`config.mk`:
```
export PLATFORM = sky130hd
export DESIGN_NAME = arrow_pattern_gen
export DESIGN_NICKNAME = d
export VERILOG_FILES = /design/src/rtl/arrow_pattern_gen.sv
export SDC_FILE = /design/constraint.sdc
export NUM_CORES = 1
export LEC_CHECK = 0
export ABC_AREA = 1
export CORE_ASPECT_RATIO = 0.8
export CORE_MARGIN = 3
export CORE_UTILIZATION = 35
export CTS_BUF_LIST = sky130_fd_sc_hd__clkbuf_8
export DETAILED_ROUTE_END_ITERATION = 8
export GPL_ROUTABILITY_DRIVEN = 0
export PLACE_DENSITY = 0.55
export SLEW_MARGIN = 30
export SYNTH_ARGS = -nofsm -noshare
export SYNTH_HDL_FRONTEND = slang
export SYNTH_SLANG_ARGS = --single-unit
```
`constraint.sdc`:
```
create_clock -name CLOCK_50 -period 4.8 [get_ports CLOCK_50]
set_input_delay 0.96 -clock CLOCK_50 [delete_from_list [all_inputs] [get_ports CLOCK_50]]
set_output_delay 0.96 -clock CLOCK_50 [all_outputs]
set_load 0.01 [all_outputs]
```
`src/rtl/arrow_pattern_gen.sv`:
```
// Rhythm-game arrow pattern generator: beat timer, LFSR-driven arrows,
// difficulty ramp and game length tracking. Optional macro: ARROW_DOUBLE_EN.
//
// Ports:
//   CLOCK_50      in   system clock, all state on rising edge
//   reset         in   asynchronous active-high reset
//   start         in   start/restart request (ignored while playing)
//   pattern_valid out  one-cycle strobe qualifying pattern_out
//   pattern_out   out  [3:0] player A, [7:4] player B arrows
//                      (bit 3/7 up, 2/6 down, 1/5 left, 0/4 right)
//   game_over     out  high while the game is finished
//   level         out  current difficulty level (0..15)
//   beat_count    out  beats elapsed in the current game
//
// With ARROW_DOUBLE_EN defined, from level 4 on a second arrow may be
// added to each beat's pattern.
module arrow_pattern_gen #(
   parameter int unsigned BEAT_TICKS      = 25000000,
   parameter int unsigned MIN_BEAT_TICKS  = 6250000,
   parameter int unsigned SPEEDUP_STEP    = 1000000,
   parameter int unsigned BEATS_PER_LEVEL = 16,
   parameter int unsigned GAME_BEATS      = 240,
   parameter logic [15:0] LFSR_SEED       = 16'hACE1
) (
   input  logic       CLOCK_50,
   input  logic       reset,
   input  logic       start,
   output logic       pattern_valid,
   output logic [7:0] pattern_out,
   output logic       game_over,
   output logic [3:0] level,
   output logic [7:0] beat_count
);

   typedef enum logic [1:0] {
      S_IDLE,
      S_PLAY,
      S_OVER
   } state_t;

   state_t      state_q;
   logic [24:0] tick_q;
   logic [15:0] lfsr_q;
   logic [7:0]  lvl_cnt_q;
   logic [7:0]  beat_count_q;
   logic [3:0]  level_q;
   logic        pattern_valid_q;
   logic [7:0]  pattern_out_q;
   logic        game_over_q;

   logic [31:0] dec;
   logic [31:0] period_d;
   logic [31:0] period_m1;
   logic        beat;
   logic        rest;
   logic [3:0]  nib_d;
   logic [7:0]  pat_d;
   logic [15:0] lfsr_d;
   logic [7:0]  count_d;
   logic        lvl_wrap;
   logic        last_beat;

   function automatic logic [3:0] dir_bit(input logic [1:0] d);
      logic [3:0] r;
      unique case (d)
         2'd0:    r = 4'b0010;
         2'd1:    r = 4'b1000;
         2'd2:    r = 4'b0001;
         default: r = 4'b0100;
      endcase
      return r;
   endfunction

   // Beat period shrinks with level, floored; guarded so the
   // subtraction never wraps.
   always_comb begin
      dec      = 32'(level_q) * SPEEDUP_STEP;
      period_d = MIN_BEAT_TICKS;
      if (BEAT_TICKS > dec && (BEAT_TICKS - dec) > MIN_BEAT_TICKS) begin
         period_d = BEAT_TICKS - dec;
      end
      period_m1 = period_d - 32'd1;
   end

   assign beat = (state_q == S_PLAY) && ({7'd0, tick_q} == period_m1);

   // Arrow derivation from the LFSR value present at the beat.
   always_comb begin
      rest  = (lfsr_q[3:2] == 2'b11);
      nib_d = dir_bit(lfsr_q[1:0]);
`ifdef ARROW_DOUBLE_EN
      if (level_q >= 4'd4 && lfsr_q[4]) begin
         nib_d = nib_d | dir_bit(lfsr_q[6:5]);
      end
`endif
      pat_d = {nib_d, nib_d};
   end

   // Galois LFSR, right shift, taps 16'hB400.
   assign lfsr_d = lfsr_q[0] ? ((lfsr_q >> 1) ^ 16'hB400) : (lfsr_q >> 1);

   assign count_d   = beat_count_q + 8'd1;
   assign lvl_wrap  = (({24'd0, lvl_cnt_q} + 32'd1) == BEATS_PER_LEVEL);
   assign last_beat = ({24'd0, count_d} == GAME_BEATS);

   always_ff @(posedge CLOCK_50 or posedge reset) begin
      if (reset) begin
         state_q         <= S_IDLE;
         tick_q          <= '0;
         lfsr_q          <= LFSR_SEED;
         lvl_cnt_q       <= '0;
         beat_count_q    <= '0;
         level_q         <= '0;
         pattern_valid_q <= 1'b0;
         pattern_out_q   <= '0;
         game_over_q     <= 1'b0;
      end else begin
         pattern_valid_q <= 1'b0;
         unique case (state_q)
            S_IDLE, S_OVER: begin
               if (start) begin
                  state_q      <= S_PLAY;
                  tick_q       <= '0;
                  lvl_cnt_q    <= '0;
                  beat_count_q <= '0;
                  level_q      <= '0;
                  game_over_q  <= 1'b0;
               end
            end
            S_PLAY: begin
               if (beat) begin
                  tick_q       <= '0;
                  lfsr_q       <= lfsr_d;
                  beat_count_q <= count_d;
                  if (!rest) begin
                     pattern_valid_q <= 1'b1;
                     pattern_out_q   <= pat_d;
                  end
                  if (lvl_wrap) begin
                     lvl_cnt_q <= '0;
                     if (level_q != 4'd15) begin
                        level_q <= level_q + 4'd1;
                     end
                  end else begin
                     lvl_cnt_q <= lvl_cnt_q + 8'd1;
                  end
                  if (last_beat) begin
                     state_q     <= S_OVER;
                     game_over_q <= 1'b1;
                  end
               end else begin
                  tick_q <= tick_q + 25'd1;
               end
            end
            default: state_q <= S_IDLE;
         endcase
      end
   end

   assign pattern_valid = pattern_valid_q;
   assign pattern_out   = pattern_out_q;
   assign game_over     = game_over_q;
   assign level         = level_q;
   assign beat_count    = beat_count_q;

endmodule

```
==> metrics.log <==
[metrics] status: complete, but fails checks
[metrics] violations in the final reports: setup timing
[metrics] growth of design area from synthesis to finish: 27.8%
[metrics] Clock power frac: 44.8%
[metrics] YS warnings: 0
[metrics] combinational family with the most area after synthesis: simple AND/OR/NAND/NOR gates
[metrics] number of max-capacitance violations reported: 0
[metrics] worst-case hold slack: approximately 0.47 ns
[metrics] # nets final: 976
[metrics] area of the multi-input gates: 3820 sq um
[metrics] share of the core filled with cells: 46.5%
[metrics] root buf cell: clkbuf_8
[metrics] PnR worst setup slack: -0.00411 ns
[metrics] final worst clock skew: 0.00963 ns
[metrics] Worst Setup Start Kind: flop
[metrics] Avg Vias per Cell: about 4.8
[metrics] number of antenna violations at the first check in global routing: 0
[metrics] Post-Syn Instances: 852
[metrics] compound-cell area share of the yosys netlist: 2.66%
[metrics] area share of the largest cell type after synthesis: 26.1%
[metrics] CP Max Fanout: 8
[metrics] number of hold-repair buffers added at the cts stage: 0
[metrics] highest attainable clock frequency: 208 MHz
[metrics] Data required, critical path: 5.03 ns
[metrics] CTS Buf Count: 9
[metrics] synthesized-area fraction occupied by xor and xnor cells: under 10%
[metrics] Mapped Nets: 884
[metrics] mean area per synthesized cell: 6.86 sq um
[metrics] Min-Delay Path Class: reg2reg
[metrics] clock tree buffer depth: 2
[metrics] number of pins exceeding their max-slew limit in the final report: 0
[metrics] power share of the sequential group: roughly 54%
[metrics] share of the yosys chip area belonging to registers: about 30%
[metrics] number of inserted diodes: 0
[metrics] portion of netlist area occupied by mux cells: 0%
[metrics] first-pass GRT wire length: approximately 25 mm
[metrics] GRT Util Overall: 16.9%
[metrics] vias in the first global route: 5016
[metrics] 1st-iter DRT viols: 457
[metrics] cells taking the most area after synthesis: dfrtp_1 (26%), nand2_1 (17%), nand3_1 (8.6%)
[metrics] Post-Syn Area: 5840 sq um
[metrics] die outline width: 150 microns
[metrics] largest net degree at the start of global routing: 44
[metrics] post-route clock period utilization: 100%
[metrics] GRT Residual Overflow: 0
[metrics] register cell area after layout: 1740 sq um
[metrics] post-synthesis adder-cell area fraction: 6.86%
[metrics] Tightest Pin Transition: 0.742 ns
[metrics] drc violations: 0
[metrics] number of search-and-repair iterations in the first detailed-routing pass: 5
[metrics] Main synth FF type: dfrtp_1
[metrics] min cycle time layout: 4.80 ns
[metrics] post-synthesis register bit count: 69
[metrics] Cell Area, Placed: 6680 sq um
[metrics] Logic pwr share: 1.3%
[metrics] starting density of the core: 36.4%
[metrics] Int Pwr: 849 uW
[metrics] I/O Pins: 25
[metrics] fraction of registers with async set/reset: 100%
[metrics] Std-Cell Rows: between 40 and 50
[metrics] headroom to the max-slew limit: 50.2%
[metrics] CP max stage cell: fa_1
[metrics] sw frac: 21.3%
[metrics] count of fill cells added during filler insertion: around 1600
[metrics] sum of routed wire length over all layers: 15.4 mm
[metrics] most numerous cell on the critical path: nand2_2
[metrics] peak ir drop on the vdd network: 0.146 mV
[metrics] crit-path max cell delay: 0.54 ns
[metrics] DPL Wire Length: 11.6 mm
[metrics] WS Path Type: reg2reg
[metrics] path depth of the worst reg2reg path: 33
[metrics] Vias: 5557
[metrics] basic-gate share of the synthesized area counting and, or, nand and nor cells: between 40 and 50%
[metrics] final setup violation count: 2
[metrics] Net Switching: about 230 uW
[metrics] DRT antenna net count: 0
[metrics] insertion delay of the later-clocked pin in the worst-skew pair: approximately 0.34 ns
[metrics] setup repair after global routing missed its margin: yes
[metrics] post-synth top area cell: dfrtp_1
[metrics] EDFF count, synth: 0
[metrics] Finished Cell Area: 7470 sq um
[metrics] number of unique standard cell types used by synthesis: 42
[metrics] endpoints failing hold: 0
[metrics] worst endpoint data arrival time: between 5 and 6 ns
[metrics] clock tree sinks: 69
[metrics] number of H-tree levels: 3
[metrics] hold path cells: 2
[metrics] TritonCTS clock tree: done
[metrics] element type at the critical path end: flop
[metrics] number of buffers added on ports: 24
[metrics] Worst-path clk slew: 0.08 ns
[metrics] LEAKAGE: 0.00360 uW
[metrics] placeable core region: 16100 sq um
[metrics] share of post-route cells with drive strength above 1: 23.7%
[metrics] Total Die Area: 18300 sq um
[metrics] total power density per cell area: around 140 nW/um^2
[metrics] wire length per cell: roughly 13 microns
[metrics] die boundary height: 122 microns
-- timing repair --
action | in CTS | in global routing
pin swaps | 2 | 39
cloned | 0 | 5
hold endpoints to repair | 0 | 0
resized for setup | 9 | 73
setup buffers | 4 | 14
setup endpoints to repair | 62 | 68
-- cell type report --
| cell class | count | area share, % |
|---|---|---|
| clock buffers | 11 | 2.03 |
| clock inverters | 5 | 0.687 |
| inverters | 107 | 5.50 |
| multi-input cells | 654 | 51.2 |
| flip-flops and latches | 69 | 23.3 |
| well taps | 215 | 3.60 |
| repair buffers | 103 | 13.7 |
-- power by group through the flow --
stage,Sequential (uW),Clock (uW),Combinational (uW)
2_1_floorplan,592,0,8.75
3_3_place_gp,592,0,15.7
3_5_place_dp,592,0,15.6
4_1_cts,581,498,15.7
5_1_grt,581,529,17.3
6_report,581,483,14.3
-- critical path: cells and delay by family (launching register included) --
family | cells | cell delay [ns]
adder cells (fa/ha/maj) | 3 | 1.40
AO/OA/AOI/OAI | 1 | 0.06
flip-flops | 1 | 0.42
AND/OR/NAND/NOR | 25 | 2.32
buffers and inverters | 4 | 0.46
-- placed cells by master, fill, tap and decap left out, types with 3 or more instances in the layout --
cell type        count
inv_1               88
xor2_1              31
clkbuf_16            5
clkbuf_8            11
buf_4               63
buf_6                4
nand4_1             27
inv_2               13
o21ai_0              5
o21ai_1              8
nor3_1               5
clkinv_2             3
nand3b_1             3
nand2_4              3
fa_1                 4
nand3_4              4
nor2_2              15
nand3_1             91
clkdlybuf4s50_1     24
nor3_2               3
nor2_1              86
ha_4                 3
dfrtp_1             59
nand2_2             41
inv_4                3
nor4_1               5
nand2_1            232
a21oi_1              8
clkinv_1             3
ha_1                21
nor2_4               8
buf_12               7
nand3_2             15
dfstp_2              8
xnor2_1             15
-- registers in the layout, indices dropped and copies added (netlist names) --
name,cells
lvl_cnt_q,8
lfsr_q,16
state_q,2
pattern_out,4
pattern_valid,1
beat_count,8
tick_q,25
game_over,1
level,4
-- cell usage after synthesis, types with 3 or more instances --
master / number
clkbuf_1: 4
o21ai_0: 7
buf_6: 5
o21ai_1: 7
inv_1: 89
nor2_1: 93
nand2_1: 260
nor3_1: 6
fa_1: 5
nand2_2: 18
nand3b_1: 3
inv_2: 14
clkinv_1: 3
dfstp_2: 8
nand4_1: 27
nor2_2: 14
buf_2: 5
nor4_1: 5
a21oi_1: 10
nand3_1: 100
nand3_2: 9
buf_4: 7
xnor2_1: 16
dfrtp_1: 61
xor2_1: 31
ha_1: 24
-- stage by stage --
stage	instances	setup WS [ns]	TNS [ns]	power, uW
final	1164	-0.00411	-0.00553	1080
after floorplan	852	0.128	0	601
after global placement	1125	-0.199	-4.84	608
after CTS	1145	0.0111	0	1090
after global routing	1164	-0.284	-15.62	1130
after detailed placement	1125	-0.164	-4.42	608
-- final timing paths --
check | start | end | slack [ns]
setup / recovery | level[3] | lfsr_q[12] | -0.004
hold / removal | lfsr_q[7] | lfsr_q[6] | 0.47
setup reg to reg | level[3] | lfsr_q[12] | -0.004
hold reg to reg | lfsr_q[7] | lfsr_q[6] | 0.47
max in group asynchronous | reset | tick_q[12] | 3.07
min in group asynchronous | reset | pattern_out[3] | 1.04
-- logic make-up after synthesis --
family	after synthesis
simple gates	546
buf+inv	129
compound gates	29
flops	69
fa+ha+maj	29
xor+xnor	50
-- per-layer routing --
layer	up-vias	track usage, %	share of wire, %	routed length, microns
li1	2883	-	-	-
met1	2575	27.3	55	8520
met2	92	23.2	41	6340
met3	7	3.27	3.3	509
met4	0	2.51	0.47	73
met5	-	0	0	0
No activity file was read; power rests on OpenSTA's default activity.
